$ cat src/rtl/mem_pkg.sv
// rtl/mem_pkg.sv - shared types and constants for the memory farm DDR load path
package mem_pkg;
   localparam int LINE_BYTES      = 32;
   localparam int BEATS_PER_LINE  = 4;
   localparam int DDR_ADDR_WIDTH  = 32;
   localparam int SRAM_ADDR_WIDTH = 19;
   localparam int BEAT_WIDTH      = 64;
   localparam int LINE_WIDTH      = 256;
   localparam int NUM_VALID_WIDTH = $clog2(LINE_BYTES);

   typedef struct packed {
      logic [LINE_WIDTH-1:0]      data;
      logic [SRAM_ADDR_WIDTH-1:0] addr;
      logic                       last;
      logic [NUM_VALID_WIDTH-1:0] num_valid;
   } ddr_line_s;

   typedef enum logic [1:0] {
      ST_IDLE  = 2'd0,
      ST_RUN   = 2'd1,
      ST_DRAIN = 2'd2
   } ldr_state_e;
endpackage

$ cat src/rtl/mem_line_fifo.sv
// rtl/mem_line_fifo.sv - synchronous FIFO of SRAM lines with occupancy count
module mem_line_fifo
   import mem_pkg::*;
#(
   parameter int DEPTH = 2
) (
   input  logic                   clk,
   input  logic                   rst,
   input  logic                   push_i,
   input  ddr_line_s              push_data_i,
   input  logic                   pop_i,
   output ddr_line_s              head_o,
   output logic                   empty_o,
   output logic [$clog2(DEPTH):0] count_o
);
   localparam int PW = $clog2(DEPTH);

   ddr_line_s     mem_q [DEPTH];
   logic [PW-1:0] wr_ptr_q;
   logic [PW-1:0] rd_ptr_q;
   logic [PW:0]   count_q;
   logic          do_pop;
   logic          do_push;

   assign do_pop  = pop_i && (count_q != '0);
   assign do_push = push_i && ((count_q != (PW+1)'(DEPTH)) || do_pop);

   always_ff @(posedge clk) begin
      if (rst) begin
         wr_ptr_q <= '0;
         rd_ptr_q <= '0;
         count_q  <= '0;
         for (int i = 0; i < DEPTH; i++) mem_q[i] <= '0;
      end else begin
         if (do_push) begin
            mem_q[wr_ptr_q] <= push_data_i;
            wr_ptr_q        <= wr_ptr_q + PW'(1);
         end
         if (do_pop) rd_ptr_q <= rd_ptr_q + PW'(1);
         count_q <= count_q + (PW+1)'(do_push) - (PW+1)'(do_pop);
      end
   end

   assign head_o  = mem_q[rd_ptr_q];
   assign empty_o = (count_q == '0);
   assign count_o = count_q;
endmodule

$ cat src/rtl/mem_ddr_loader.sv
// rtl/mem_ddr_loader.sv - DDR-to-SRAM line fetch engine with credit-based read issue
module mem_ddr_loader
   import mem_pkg::*;
#(
   parameter int FIFO_DEPTH      = 2,
   parameter int MAX_OUTSTANDING = 8
) (
   input  logic                       clk,
   input  logic                       rst,
   input  logic                       cmd_valid,
   output logic                       cmd_ready,
   input  logic [DDR_ADDR_WIDTH-1:0]  cmd_ddr_addr,
   input  logic [SRAM_ADDR_WIDTH-1:0] cmd_sram_addr,
   input  logic [18:0]                cmd_size_bytes,
   output logic                       cmd_err,
   output logic                       ddr_rd_req,
   output logic [DDR_ADDR_WIDTH-1:0]  ddr_rd_addr,
   input  logic                       ddr_rd_gnt,
   input  logic                       ddr_rd_valid,
   input  logic [BEAT_WIDTH-1:0]      ddr_rd_data,
   output logic                       line_valid,
   input  logic                       line_ready,
   output logic [LINE_WIDTH-1:0]      line_data,
   output logic [SRAM_ADDR_WIDTH-1:0] line_addr,
   output logic                       line_last,
   output logic [NUM_VALID_WIDTH-1:0] line_num_valid,
   output logic                       busy
);
   localparam int BCNT_W = 16;
   localparam int OUT_W  = $clog2(MAX_OUTSTANDING + 1);
   localparam int CNT_W  = $clog2(FIFO_DEPTH) + 1;
   localparam int CRED_W = 8;

   ldr_state_e                 state_q;
   logic                       cmd_err_q;
   logic [DDR_ADDR_WIDTH-1:0]  rd_addr_q;
   logic [BCNT_W-1:0]          grant_left_q;
   logic [BCNT_W-1:0]          rx_left_q;
   logic [OUT_W-1:0]           outstanding_q;
   logic [1:0]                 pack_idx_q;
   logic [LINE_WIDTH-1:0]      pack_data_q;
   logic [SRAM_ADDR_WIDTH-1:0] sram_q;
   logic [NUM_VALID_WIDTH-1:0] num_valid_q;

   logic              cmd_legal;
   logic [BCNT_W-1:0] beats_w;
   logic [CRED_W-1:0] buffered_w;
   logic              gnt_fire;
   logic              beat_fire;
   logic              line_push;
   logic              line_pop;
   logic              fifo_empty;
   logic [CNT_W-1:0]  fifo_count;
   ddr_line_s         push_line;
   ddr_line_s         head;

   assign cmd_legal = (cmd_ddr_addr[2:0] == 3'd0) && (cmd_size_bytes != '0);
   assign beats_w   = BCNT_W'((cmd_size_bytes + 19'd7) >> 3);

   // Beats already committed to this engine: queued lines count as full, plus packer and in-flight.
   assign buffered_w = CRED_W'({fifo_count, 2'b00}) + CRED_W'(pack_idx_q) + CRED_W'(outstanding_q);

   assign ddr_rd_req = (state_q == ST_RUN) && (grant_left_q != '0)
                    && (buffered_w < CRED_W'(FIFO_DEPTH * BEATS_PER_LINE))
                    && (outstanding_q < OUT_W'(MAX_OUTSTANDING));
   assign gnt_fire   = ddr_rd_req && ddr_rd_gnt;
   assign beat_fire  = ddr_rd_valid && (state_q != ST_IDLE);
   assign line_push  = beat_fire && ((pack_idx_q == 2'd3) || (rx_left_q == BCNT_W'(1)));
   assign line_pop   = !fifo_empty && line_ready;

   always_comb begin
      push_line.data = pack_data_q;
      push_line.data[{pack_idx_q, 6'd0} +: BEAT_WIDTH] = ddr_rd_data;
      push_line.addr      = sram_q;
      push_line.last      = (rx_left_q == BCNT_W'(1));
      push_line.num_valid = num_valid_q;
   end

   always_ff @(posedge clk) begin
      if (rst) begin
         state_q       <= ST_IDLE;
         cmd_err_q     <= 1'b0;
         rd_addr_q     <= '0;
         grant_left_q  <= '0;
         rx_left_q     <= '0;
         outstanding_q <= '0;
         pack_idx_q    <= '0;
         pack_data_q   <= '0;
         sram_q        <= '0;
         num_valid_q   <= '0;
      end else begin
         cmd_err_q <= 1'b0;
         case (state_q)
            ST_IDLE: begin
               if (cmd_valid) begin
                  if (cmd_legal) begin
                     state_q      <= ST_RUN;
                     rd_addr_q    <= cmd_ddr_addr;
                     grant_left_q <= beats_w;
                     rx_left_q    <= beats_w;
                     sram_q       <= cmd_sram_addr;
                     num_valid_q  <= cmd_size_bytes[NUM_VALID_WIDTH-1:0];
                     pack_idx_q   <= '0;
                     pack_data_q  <= '0;
                  end else begin
                     cmd_err_q <= 1'b1;
                  end
               end
            end
            ST_RUN:   if (gnt_fire && (grant_left_q == BCNT_W'(1))) state_q <= ST_DRAIN;
            ST_DRAIN: if (line_pop && head.last) state_q <= ST_IDLE;
            default:  state_q <= ST_IDLE;
         endcase

         if (gnt_fire) begin
            rd_addr_q    <= rd_addr_q + DDR_ADDR_WIDTH'(8);
            grant_left_q <= grant_left_q - BCNT_W'(1);
         end

         case ({gnt_fire, beat_fire})
            2'b10:   outstanding_q <= outstanding_q + OUT_W'(1);
            2'b01:   outstanding_q <= outstanding_q - OUT_W'(1);
            default: outstanding_q <= outstanding_q;
         endcase

         if (beat_fire) begin
            rx_left_q <= rx_left_q - BCNT_W'(1);
            if (line_push) begin
               pack_idx_q  <= '0;
               pack_data_q <= '0;
               sram_q      <= sram_q + SRAM_ADDR_WIDTH'(1);
            end else begin
               pack_idx_q  <= pack_idx_q + 2'd1;
               pack_data_q <= push_line.data;
            end
         end
      end
   end

   mem_line_fifo #(
      .DEPTH(FIFO_DEPTH)
   ) u_line_fifo (
      .clk         (clk),
      .rst         (rst),
      .push_i      (line_push),
      .push_data_i (push_line),
      .pop_i       (line_pop),
      .head_o      (head),
      .empty_o     (fifo_empty),
      .count_o     (fifo_count)
   );

   assign cmd_ready      = (state_q == ST_IDLE);
   assign busy           = (state_q != ST_IDLE);
   assign cmd_err        = cmd_err_q;
   assign ddr_rd_addr    = rd_addr_q;
   assign line_valid     = !fifo_empty;
   assign line_data      = head.data;
   assign line_addr      = head.addr;
   assign line_last      = head.last;
   assign line_num_valid = head.num_valid;
endmodule

$ cat config.mk
export PLATFORM = sky130hd
export DESIGN_NAME = mem_ddr_loader
export DESIGN_NICKNAME = d
export VERILOG_FILES = /design/src/rtl/mem_pkg.sv /design/src/rtl/mem_line_fifo.sv /design/src/rtl/mem_ddr_loader.sv
export SDC_FILE = /design/constraint.sdc
export NUM_CORES = 2
export LEC_CHECK = 0
export ABC_AREA = 1
export BUFFER_PORTS_ARGS = -buffer_cell sky130_fd_sc_hd__buf_2
export CAP_MARGIN = 30
export CORE_UTILIZATION = 55
export DETAILED_ROUTE_END_ITERATION = 7
export PLACE_DENSITY = 0.82
export SLEW_MARGIN = 20
export SYNTH_ARGS = -nofsm -noshare
export SYNTH_HDL_FRONTEND = slang
export SYNTH_SLANG_ARGS = --single-unit
$ cat constraint.sdc
create_clock -name clk -period 10.45 [get_ports clk]
set_input_delay 0.5225 -clock clk [delete_from_list [all_inputs] [get_ports clk]]
set_output_delay 0.5225 -clock clk [all_outputs]
set_load 0.03 [all_outputs]
==> flow_metrics.env <==
export IMPL_setup_violations_final=0
export IMPL_synthCells=4609
export IMPL_clk_latency_ns=0.66
export IMPL_slew_headroom_pct=27.8
export IMPL_ys_types=36
export IMPL_cts_resized=0
export IMPL_io_buffers=457
export IMPL_post_cts_buffers=0
export IMPL_drt_wl_total_um=118000
export IMPL_post_route_min_period_ns=5.31
export IMPL_hp_class="input port to register"
export IMPL_final_cell_mix="nand2_1 (829), nor2_1 (770), edfxtp_1 (562), inv_1 (506), buf_2 (456)"
export IMPL_grt_total_usage_pct=29.2
export IMPL_dp_cells=5861
export IMPL_fmax_mhz=188
export IMPL_critPathArrivalTime_ns=5.57
export IMPL_die_height_um=281
export IMPL_grt_pass1_vias=32300
export IMPL_grt_max_degree=172
export IMPL_viasPerCell=5.59
export IMPL_cp_data_required_time_ns=10.72
export IMPL_area_growth_pct=13.7
export IMPL_drt_iter0_drc=3299
export IMPL_hold_viol_final=0
export IMPL_peakVddDrop_uv=128
export IMPL_fp_dieW_um=281
export IMPL_grt_overflow=0
export IMPL_grt_antenna_before_repair=10
export IMPL_worst_slew_pin_slew_ns=1.08
export IMPL_setup_tns_ns=0
export IMPL_drive_gt1_share_pct=19.6
export IMPL_cts_buffers=94
export IMPL_slowest_stage="nand2_4"
export IMPL_rsz0062_at_grt="no"
export IMPL_dieArea_um2=78900
export IMPL_grt_pass1_wl_um=180000
export IMPL_slew_violations=0
export IMPL_setup_ws_ns=5.14
export IMPL_crit_path_end_kind="register"
export IMPL_core_area_um2=76500
export IMPL_post_route_period_util_pct=50.8
export IMPL_power_density_nw_per_um2=168
export IMPL_crit_type="register to register"
export IMPL_yosysWarnings=0
export IMPL_cp_top_family="simple AND/OR/NAND/NOR gates"
export IMPL_drv_cap=0
export IMPL_vias=33800
export IMPL_fin_nets=5092
export IMPL_crit_path_frequent_cell="inv_2"
export IMPL_syn_num_nets=4768
export IMPL_fin_hold_ws_ns=0.169
export IMPL_start_kind="register"
export IMPL_max_stage_delay_ns=1.01
export IMPL_syn_area_per_cell_um2=9.28
export IMPL_postCtsHoldBufs=0
export IMPL_ios=458
export IMPL_cts_max_level=3
export IMPL_clock_sinks=920
export IMPL_worstPathMaxFanout=62
export IMPL_placementRows=101
export IMPL_hpwl_um=71600
export IMPL_synth_ff_latch_count=920
export IMPL_post_route_drc_count=0
export IMPL_detail_route_antenna_nets=0
export IMPL_path_clk_slew_ns=0.06
export IMPL_instances_no_fill=6046
export IMPL_clock_skew_ns=0.0233
export IMPL_layout_commonest_cell="nand2_1"
export IMPL_path_buf_inv=5
export IMPL_crit_chain="nor2_1 > inv_1 > nand2_2 > inv_2 > nand2_1 > inv_2 > nand2_2 > inv_2 > nand3_4 > nand2_4 > buf_4"
export IMPL_power_leakage_nw=18.7
export IMPL_cts_tree="done"
export IMPL_synthesis_area_um2=42800
export IMPL_dp_slack_ns=5.03
export IMPL_first_pass_iters=5
export IMPL_wl_per_cell_um=19.5
export IMPL_start_util_pct=56.0
export IMPL_yosysSeqAreaShare_pct=56.2
export IMPL_place_gp_congestion=0.894
export IMPL_root_buffer="clkbuf_16"
export IMPL_outcome="complete, no violations"
export IMPL_cts_path_max_buffers=3
[through the flow]
stage	power (mW)	cell area [µm²]	utilization, %
final	8.18	48600	63.6
after global routing	8.41	48600	63.6
after CTS	8.21	48500	63.4
after detailed placement	4.95	45500	59.5
after global placement	4.94	45200	59.2
after floorplan	4.68	42800	-
[cell type report]
cell class	count	area (µm²)
Antenna cell	3	7.51
Clock buffer	147	2730
Clock inverter	29	277
Fill cell	6002	27800
Inverter	517	1950
Multi-Input combinational cell	2895	15400
Sequential cell	920	24000
Tap cell	1030	1290
Timing Repair Buffer	505	2950
[power by group]
group          internal, mW  switching, mW  total, mW
combinational         0.280          0.636      0.916
clock                  1.90           1.40       3.30
sequential             3.93         0.0356       3.96
[worst paths after layout]
kind | from | to | slack (ns) | cells past startpoint
worst min-delay path | cmd_sram_addr[17] | sram_q[17] | 0.17 | 3
worst min register to register | ddr_rd_addr[2] | ddr_rd_addr[2] | 0.44 | 2
worst max register to register | state_q[0] | u_line_fifo.mem_q[1][172] | 5.14 | 11
worst max-delay path | state_q[0] | u_line_fifo.mem_q[1][172] | 5.14 | 11
[routing by layer]
| metal | up-vias | GRT usage, % | routed length [µm] | part of all wire (%) |
|---|---|---|---|---|
| li1 | 15800 | - | - | - |
| met1 | 16100 | 38.1 | 46100 | 39 |
| met2 | 1662 | 47.5 | 56100 | 48 |
| met3 | 268 | 5.41 | 11000 | 9.3 |
| met4 | 12 | 12.9 | 4710 | 4.0 |
| met5 | - | 0 | 80 | 0.068 |
[worst register-to-register path: stages, from the launching register on]
cell and delay (ns):
dfxtp_1 0.38, nor2_1 0.08, inv_1 0.10, nand2_2 0.22, inv_2 0.35, nand2_1 0.55
inv_2 0.53, nand2_2 0.13, inv_2 0.11, nand3_4 0.59, nand2_4 1.01, buf_4 0.83
[synth_stat cells]
library cell | count | area share (%)
buf_2 | 75 | 0.88
nor4_1 | 1 | 0.015
nand2_2 | 4 | 0.058
xor2_1 | 25 | 0.51
dfxtp_1 | 358 | 17
clkbuf_1 | 137 | 1.2
clkinv_1 | 1 | 0.0088
nor3_2 | 1 | 0.023
o221ai_1 | 1 | 0.020
nor3_1 | 15 | 0.18
nor2_1 | 770 | 6.8
a31oi_1 | 3 | 0.044
edfxtp_1 | 562 | 39
inv_2 | 9 | 0.079
a21oi_1 | 297 | 3.5
a211o_1 | 1 | 0.020
mux2_2 | 280 | 7.4
xnor2_1 | 9 | 0.18
o21bai_1 | 1 | 0.018
o21ai_0 | 53 | 0.62
or2_0 | 108 | 1.6
nand3_1 | 150 | 1.8
nor2_2 | 27 | 0.39
nand4_1 | 5 | 0.073
o22ai_1 | 128 | 1.9
or2_1 | 12 | 0.18
nand2_1 | 831 | 7.3
buf_6 | 53 | 1.4
buf_1 | 12 | 0.11
or2_2 | 10 | 0.15
a22oi_1 | 128 | 2.2
nand3b_1 | 12 | 0.21
nor2_4 | 1 | 0.026
nand3_2 | 3 | 0.070
ha_1 | 19 | 0.56
inv_1 | 507 | 4.4
[registers in the layout, indices dropped and copies added, names as in the netlist, named ones only]
signal,flops
u_line_fifo.mem_q,562
cmd_err,1
ddr_rd_addr,32
pack_idx_q,2
rx_left_q,16
u_line_fifo.count_o,2
outstanding_q,4
state_q,2
u_line_fifo.rd_ptr_q,1
u_line_fifo.wr_ptr_q,1
pack_data_q,256
sram_q,19
num_valid_q,5
grant_left_q,16
[cells by family after synthesis]
family                   share of synthesized area, %
adder cells (fa/ha/maj)                         0.556
XOR/XNOR                                        0.696
buffers and inverters                            8.12
AND/OR/NAND/NOR                                  18.7
flip-flops                                       56.2
AO/OA/AOI/OAI                                    8.31
multiplexers                                     7.37
(Power assumes the default switching activity.)
